<file path="src/rtl/als_spi_ctrl_pkg.sv">
// Shared types and default timing constants for the ambient-light-sensor SPI sequencer.
package als_pkg;

    localparam int DEF_CLK_DIV       = 12;
    localparam int DEF_SAMPLE_PERIOD = 5000000;
    localparam int DEF_NBITS         = 16;
    localparam int DEF_DATA_LSB      = 4;
    localparam int DEF_QUIET         = 24;

    typedef enum logic [2:0] {
        S_IDLE,
        S_SETUP,
        S_LOW,
        S_HIGH,
        S_TAIL,
        S_QUIET
    } als_state_t;

    // Width of a counter that must reach max(a,b)-1.
    function automatic int cnt_width(input int a, input int b);
        int m;
        m = (a > b) ? a : b;
        return (m < 2) ? 1 : $clog2(m);
    endfunction

    localparam int HP_CNT_W = cnt_width(DEF_CLK_DIV, DEF_QUIET);

endpackage

</file>
<file path="src/rtl/als_spi_ctrl_if.sv">
// Trigger, sensor-pin and result signals of the light-sensor sequencer.
interface als_spi_ctrl_if;
    logic       enable;
    logic       start;
    logic       sdo;
    logic       cs_n;
    logic       sck;
    logic [7:0] data;
    logic       data_valid;
    logic       busy;
    logic       overrun;

    modport master (
        input  enable, start, sdo,
        output cs_n, sck, data, data_valid, busy, overrun
    );

    modport slave (
        output enable, start, sdo,
        input  cs_n, sck, data, data_valid, busy, overrun
    );
endinterface

</file>
<file path="src/rtl/als_spi_ctrl_tick_gen.sv">
// Free-running period counter; one-cycle tick every PERIOD clocks while enabled.
module als_tick_gen
    import als_pkg::*;
#(
    parameter int PERIOD = DEF_SAMPLE_PERIOD
) (
    input  logic clk,
    input  logic reset,
    input  logic enable,
    output logic tick
);
    localparam int              W    = (PERIOD < 2) ? 1 : $clog2(PERIOD);
    localparam logic [W-1:0]    LAST = W'(PERIOD - 1);

    logic [W-1:0] cnt;

    always_ff @(posedge clk) begin
        if (reset || !enable)
            cnt <= '0;
        else if (cnt == LAST)
            cnt <= '0;
        else
            cnt <= cnt + W'(1);
    end

    assign tick = enable && (cnt == LAST);

endmodule

</file>
<file path="src/rtl/als_spi_ctrl.sv">
// SPI conversion sequencer for the light-sensor ADC: CS/SCK generation, frame capture, 8-bit result.
// Build option ALS_AVG_EN: output becomes the 4-sample running mean of captured values.
module als_spi_ctrl
    import als_pkg::*;
#(
    parameter int CLK_DIV       = DEF_CLK_DIV,
    parameter int SAMPLE_PERIOD = DEF_SAMPLE_PERIOD,
    parameter int NBITS         = DEF_NBITS,
    parameter int DATA_LSB      = DEF_DATA_LSB,
    parameter int QUIET         = DEF_QUIET
) (
    input  logic           clk,
    input  logic           reset,
    als_spi_ctrl_if.master bus
);
    localparam int CNT_W = cnt_width(CLK_DIV, QUIET);
    localparam int BIT_W = $clog2(NBITS + 1);
    localparam int SH_W  = DATA_LSB + 8;

    localparam logic [CNT_W-1:0] DIV_LAST   = CNT_W'(CLK_DIV - 1);
    localparam logic [CNT_W-1:0] QUIET_LAST = CNT_W'(QUIET - 1);
    localparam logic [BIT_W-1:0] BIT_LAST   = BIT_W'(NBITS);

    als_state_t       state;
    logic [CNT_W-1:0] cnt;
    logic [BIT_W-1:0] bitcnt;
    logic [SH_W-1:0]  shreg;
    logic             pending;
    logic             start_d;
    logic             cs_n_r, sck_r, valid_r, busy_r, overrun_r;
    logic [7:0]       data_r;

    logic tick, start_edge, start_lvl, trig, div_done, quiet_done;
    logic [7:0] raw, result;

    als_tick_gen #(.PERIOD(SAMPLE_PERIOD)) u_tick (
        .clk    (clk),
        .reset  (reset),
        .enable (bus.enable),
        .tick   (tick)
    );

    // A held start is one trigger; its continuation only arms pending, never overrun.
    assign start_edge = bus.start & ~start_d;
    assign start_lvl  = bus.start & start_d;
    assign trig       = tick | start_edge;
    assign div_done   = (cnt == DIV_LAST);
    assign quiet_done = (cnt == QUIET_LAST);
    assign raw        = shreg[DATA_LSB +: 8];

`ifdef ALS_AVG_EN
    logic [2:0][7:0] hist;
    logic [9:0]      sum;
    assign sum    = {2'b00, raw} + {2'b00, hist[0]} + {2'b00, hist[1]} + {2'b00, hist[2]};
    assign result = sum[9:2];
`else
    assign result = raw;
`endif

    always_ff @(posedge clk) begin
        if (reset) begin
            state     <= S_IDLE;
            cnt       <= '0;
            bitcnt    <= '0;
            shreg     <= '0;
            pending   <= 1'b0;
            start_d   <= 1'b0;
            cs_n_r    <= 1'b1;
            sck_r     <= 1'b1;
            valid_r   <= 1'b0;
            busy_r    <= 1'b0;
            overrun_r <= 1'b0;
            data_r    <= '0;
`ifdef ALS_AVG_EN
            hist      <= '0;
`endif
        end else begin
            start_d <= bus.start;
            valid_r <= 1'b0;
            cnt     <= cnt + CNT_W'(1);

            if (state != S_IDLE) begin
                if (trig) begin
                    if (pending) overrun_r <= 1'b1;
                    else         pending   <= 1'b1;
                end else if (start_lvl) begin
                    pending <= 1'b1;
                end
            end

            case (state)
                S_IDLE: begin
                    cnt <= '0;
                    if (trig || pending) begin
                        if (trig && pending) overrun_r <= 1'b1;
                        pending <= 1'b0;
                        cs_n_r  <= 1'b0;
                        busy_r  <= 1'b1;
                        state   <= S_SETUP;
                    end
                end
                S_SETUP: if (div_done) begin
                    cnt    <= '0;
                    sck_r  <= 1'b0;
                    bitcnt <= '0;
                    state  <= S_LOW;
                end
                // Sample on the same edge that raises SCK; the ADC changes SDO on the fall.
                S_LOW: if (div_done) begin
                    cnt    <= '0;
                    sck_r  <= 1'b1;
                    shreg  <= SH_W'({shreg, bus.sdo});
                    bitcnt <= bitcnt + BIT_W'(1);
                    state  <= S_HIGH;
                end
                S_HIGH: if (div_done) begin
                    cnt <= '0;
                    if (bitcnt == BIT_LAST) begin
                        state <= S_TAIL;
                    end else begin
                        sck_r <= 1'b0;
                        state <= S_LOW;
                    end
                end
                S_TAIL: if (div_done) begin
                    cnt     <= '0;
                    cs_n_r  <= 1'b1;
                    data_r  <= result;
                    valid_r <= 1'b1;
`ifdef ALS_AVG_EN
                    hist    <= {hist[1:0], raw};
`endif
                    state   <= S_QUIET;
                end
                S_QUIET: if (quiet_done) begin
                    cnt    <= '0;
                    busy_r <= 1'b0;
                    state  <= S_IDLE;
                end
                default: state <= S_IDLE;
            endcase
        end
    end

    assign bus.cs_n       = cs_n_r;
    assign bus.sck        = sck_r;
    assign bus.data       = data_r;
    assign bus.data_valid = valid_r;
    assign bus.busy       = busy_r;
    assign bus.overrun    = overrun_r;

endmodule

</file>
<file path="src/flat_wrapper.sv">
// flat-port wrapper written by rule: the top's interface ports become plain ports
module als_spi_ctrl_flat import als_pkg::*;
#(
    parameter int CLK_DIV       = DEF_CLK_DIV,
    parameter int SAMPLE_PERIOD = DEF_SAMPLE_PERIOD,
    parameter int NBITS         = DEF_NBITS,
    parameter int DATA_LSB      = DEF_DATA_LSB,
    parameter int QUIET         = DEF_QUIET
)
  (clk, reset, bus_enable, bus_start, bus_sdo, bus_cs_n, bus_sck, bus_data, bus_data_valid, bus_busy, bus_overrun);
  als_spi_ctrl_if bus_i ();
  input  logic clk;
  input  logic reset;
  input wire logic [$bits(bus_i.enable)-1:0] bus_enable;
  input wire logic [$bits(bus_i.start)-1:0] bus_start;
  input wire logic [$bits(bus_i.sdo)-1:0] bus_sdo;
  output wire logic [$bits(bus_i.cs_n)-1:0] bus_cs_n;
  output wire logic [$bits(bus_i.sck)-1:0] bus_sck;
  output wire logic [$bits(bus_i.data)-1:0] bus_data;
  output wire logic [$bits(bus_i.data_valid)-1:0] bus_data_valid;
  output wire logic [$bits(bus_i.busy)-1:0] bus_busy;
  output wire logic [$bits(bus_i.overrun)-1:0] bus_overrun;
  assign bus_i.enable = bus_enable;
  assign bus_i.start = bus_start;
  assign bus_i.sdo = bus_sdo;
  assign bus_cs_n = bus_i.cs_n;
  assign bus_sck = bus_i.sck;
  assign bus_data = bus_i.data;
  assign bus_data_valid = bus_i.data_valid;
  assign bus_busy = bus_i.busy;
  assign bus_overrun = bus_i.overrun;
  als_spi_ctrl #(.CLK_DIV(CLK_DIV), .SAMPLE_PERIOD(SAMPLE_PERIOD), .NBITS(NBITS), .DATA_LSB(DATA_LSB), .QUIET(QUIET)) u_core (.clk(clk), .reset(reset), .bus(bus_i));
endmodule
</file>
<file path="config.mk">
export PLATFORM = sky130hd
export DESIGN_NAME = als_spi_ctrl_flat
export DESIGN_NICKNAME = d
export VERILOG_FILES = /design/src/rtl/als_spi_ctrl_pkg.sv /design/src/rtl/als_spi_ctrl_if.sv /design/src/rtl/als_spi_ctrl_tick_gen.sv /design/src/rtl/als_spi_ctrl.sv /design/src/flat_wrapper.sv
export SDC_FILE = /design/constraint.sdc
export NUM_CORES = 1
export LEC_CHECK = 0
export ABC_CLOCK_PERIOD_IN_PS = 2600
export CORE_ASPECT_RATIO = 1.1
export CORE_MARGIN = 2
export CORE_UTILIZATION = 55
export DETAILED_ROUTE_END_ITERATION = 16
export HOLD_SLACK_MARGIN = 0.02
export MAX_ROUTING_LAYER = met4
export PLACE_DENSITY = 0.76
export SLEW_MARGIN = 15
export SYNTH_ARGS = -nofsm -noshare
export SYNTH_HDL_FRONTEND = slang
export SYNTH_SLANG_ARGS = --single-unit
</file>
<file path="constraint.sdc">
create_clock -name clk -period 2.6 [get_ports clk]
set_input_delay 0.52 -clock clk [delete_from_list [all_inputs] [get_ports clk]]
set_output_delay 0.52 -clock clk [all_outputs]
set_load 0.1 [all_outputs]
</file>
==> Flow_metrics.wiki, run 1 <==
{| class="wikitable"
! Metric !! Value
|-
| Total of max-cap violations || 0
|-
| Total negative slack for setup checks || 0 ps
|-
| Number of distinct library cells after synthesis || 46
|-
| Maximum number of pins on one net before global-route repair || 24
|-
| Die width || 71.3 um
|-
| R2r worst-path depth || 5
|-
| Number of buffers added on ports || 17
|-
| Remaining number of nets flagged by the antenna check after routing || 0
|-
| Global-route wire length before repair || 8.98 mm
|-
| WP data required || 2840 ps
|-
| Average footprint of a synthesized cell || 8.66 um^2
|-
| Number of buffers created by CTS || 9
|-
| Chip height || 78.1 um
|-
| Synth top cells by count || dfxtp_1, nor2_1, nand2_1
|-
| Cell area after synthesis || 0.00274 mm^2
|-
| Max-slew violation total from the final report || 0
|-
| Number of buffers inserted by post-CTS setup repair || 0
|-
| Number of enable-type register cells in the synthesized netlist || 0
|-
| Count of antenna diodes in the layout || 0
|-
| Crit path largest cell delay || 510 ps
|-
| Worst setup startpoint || u_core.u_tick.cnt[15]
|-
| Share of flip-flops with an asynchronous set or reset || 0
|-
| Combined area of the multi-input logic cells || 0.00138 mm^2
|-
| Post-DR wirelength/cell || 13.0 um
|-
| Flip-flop cell with the highest count after synthesis || dfxtp_1
|-
| Status || finished clean
|-
| Post-Syn Instances || 317
|-
| CTS Sinks || 63
|-
| Cell with the most instances after synthesis || dfxtp_1
|-
| Routed via count divided by cell count || 5.54
|-
| DRC marker count from the first detailed-route iteration || 143
|-
| Fraction of layout instances using a drive strength above 1 || 0.125
|-
| Post-cts gate resize count || 0
|-
| Setup Skew || 10.1 ps
|-
| Clock latency reported for the late side of the worst-skew pair || 340 ps
|-
| R2R setup slack || 370 ps
|-
| Post-place setup slack || 371 ps
|-
| Final Hold Violating Endpoints || 0
|-
| Final Cell Area || 0.00320 mm^2
|-
| Initial Utilization || 0.582
|-
| Time the worst path needs with I/O delays and setup || 2230 ps
|-
| Cell taking the most area after synthesis || dfxtp_1
|-
| Hold wc startpoint || u_core.shreg[2]
|-
| Slew margin rel. || 0.544
|-
| Number of storage elements in the synthesis netlist || 63
|-
| Slowest stage cell, crit path || or4_1
|-
| Total cell area at the placement stage || 0.00295 mm^2
|-
| Endpoint class of the critical path || flop
|-
| Largest voltage drop on the vdd net || 0.000427 V
|-
| Largest cells by area after synthesis || dfxtp_1, nor2_1, xor2_1
|-
| Max Buffers Root-to-Sink || 2
|-
| Aggregate global-route resource usage || 0.211
|-
| Net count after synthesis || 326
|-
| CTS Root Buffer Type || clkbuf_8
|-
| Worst-path cell chain || or4_1 > or4_4 > nor4_4 > o31ai_2 > a211o_1
|-
| Slew at the pin with the worst max-slew slack || 674 ps
|-
| # DRC || 0
|-
| Clock transition time at the flip-flop clock pins of the worst setup and hold paths || 80 ps
|-
| Number of placement rows || 26
|-
| Max Freq || 449 MHz
|-
| Yosys Warn Count || 0
|-
| Launch instance of the worst register-to-register path || u_core.u_tick.cnt[15]
|-
| Clock tree from TritonCTS || yes
|-
| Layout Area Growth over Synthesis || 16.5%
|-
| Overall routed net length || 5.18 mm
|-
| Count of boundary I/O pins || 18
|-
| HPWL Detailed || 3.45 mm
|-
| Final estimated routing congestion in global placement || 0.823
|-
| H-tree Lvls || 3
|-
| Crit path DAT || 2460 ps
|-
| Kind of critical path || reg2reg
|-
| Top cell type's share of synthesized area || 0.460
|-
| Number of antenna violations at the first check in global routing || 0
|-
| Hold buffers post-CTS || 0
|-
| Tightest Hold Check Type || reg2reg
|-
| Vias in the first global route || 2,094
|-
| Fillcell total || 380
|-
| Category of the worst setup path launch point || flop
|-
| Depth of the critical timing path with buffers and inverters included || 5
|-
| Bufs and invs on worst path || 0
|-
| Family with the most delay on the worst path || simple AND/OR/NAND/NOR gates
|-
| Worst hold path stage count || 2
|-
| Die Outline Area || 0.00557 mm^2
|-
| Count of TritonRoute iterations in the first routing pass || 4
|-
| Congestion Overflow GR || 0
|-
| Register cell area after layout || 0.00126 mm^2
|-
| Minimum setup slack in the final design || 373 ps
|-
| P per Cell Area || 674 mW/mm^2
|-
| Post-route fraction of the period consumed by the critical path || 0.856
|-
| Leakage power || 1.23 nW
|-
| Final setup violating endpoints || 0
|-
| Sequential-to-total area share from yosys stat || 0.460
|-
| Via count of the routed design || 2,211
|-
| Unrepaired setup endpoints after global routing || false
|-
| Area of the core || 0.00472 mm^2
|-
| Fin nets || 347
|-
| Top fanout value on the critical path || 6
|}
cells by family after synthesis:
group,count (synthesis),share of synthesized area
xor gates and xnor gates,24,0.0766
and+or+nand+nor,139,0.256
DFF,63,0.460
adders and majority gates,5,0.0219
buffers and inverters,26,0.0365
muxes,8,0.0292
AOI/OAI and AO/OA,52,0.120
per-layer routing:
metal  track usage  part of all wire  vias to the layer above
met4         0.113             0.021                        0
met3        0.0462             0.029                       10
met5             -                 0                        -
met2         0.359              0.50                       28
li1              -                 -                     1131
met1         0.227              0.45                     1042
metrics by stage:
stage,util,hold slack [ps],cells,power [W]
floorplan,-,418,317,0.00110
global placement,0.626,435,383,0.00114
detailed placement,0.626,445,383,0.00114
CTS,0.678,453,399,0.00218
global route,0.678,469,399,0.00222
finish,0.678,446,399,0.00215
where the power goes:
group / switching, W / total (W) / internal (W)
clock: 0.000400 / 0.00104 / 0.000640
sequential: 0.0000109 / 0.000988 / 0.000977
combinational: 0.0000854 / 0.000128 / 0.0000423
total: 0.000496 / 0.00215 / 0.00166
tightest hold or removal path, cell delays in order (launching register included):
cell and delay [ps]:
dfxtp_1 310, nand2_1 50, a21oi_1 50
path summary, 6_finish.rpt:
path                                        end
worst max register to register  u_core.bus.cs_n
worst max-delay path            u_core.bus.cs_n
worst min-delay path            u_core.shreg[3]
worst min register to register  u_core.shreg[3]
final cells by class:
cell class	instances	area share
clock buffer	9	0.0387
timing repair buffer	25	0.0618
inverter	11	0.0129
multi-input combinational	228	0.432
sequential	63	0.395
tap	56	0.0219
clock inverter	7	0.0376
state kept, by name (all words and copies together) (netlist names):
name	count
u_core.bus.data_valid	1
u_core.cnt	5
u_core.bus.data	8
u_core.bus.overrun	1
u_core.pending	1
u_core.bus.sck	1
u_core.shreg	12
u_core.u_tick.cnt	23
u_core.bus.busy	1
u_core.bitcnt	5
u_core.state	3
u_core.bus.cs_n	1
u_core.start_d	1
placed cells by master (no fill, tap or decap), types with 2 or more instances in the layout:
master,synthesis,routed
dfxtp_1,63,63
nor2_1,44,44
nand2_1,35,35
a21oi_1,24,24
buf_4,0,21
xor2_1,17,17
nand3_1,15,15
o21ai_1,11,11
inv_1,9,9
clkbuf_8,0,9
mux2i_1,8,8
xnor2_1,7,7
and3_1,6,6
and2_1,5,5
nand4_1,5,5
nand2b_1,4,4
nor3_1,4,4
ha_1,4,4
clkdlybuf4s50_1,0,4
nor3b_1,3,3
nor4b_1,3,3
and4_1,3,3
bufinv_16,0,3
a41oi_1,2,2
nor4_1,2,2
or4_1,2,2
nor4bb_1,2,2
a211oi_1,2,2
nor2b_1,2,2
o21ai_0,2,2
Power figures use the tool's default switching activity.
==> run 2: changes to the inputs <==
- HOLD_SLACK_MARGIN: 0.02 -> 0.06
==> results of run 2 <==
No change in the layout: final DEF, timing and power equal those of run 1.
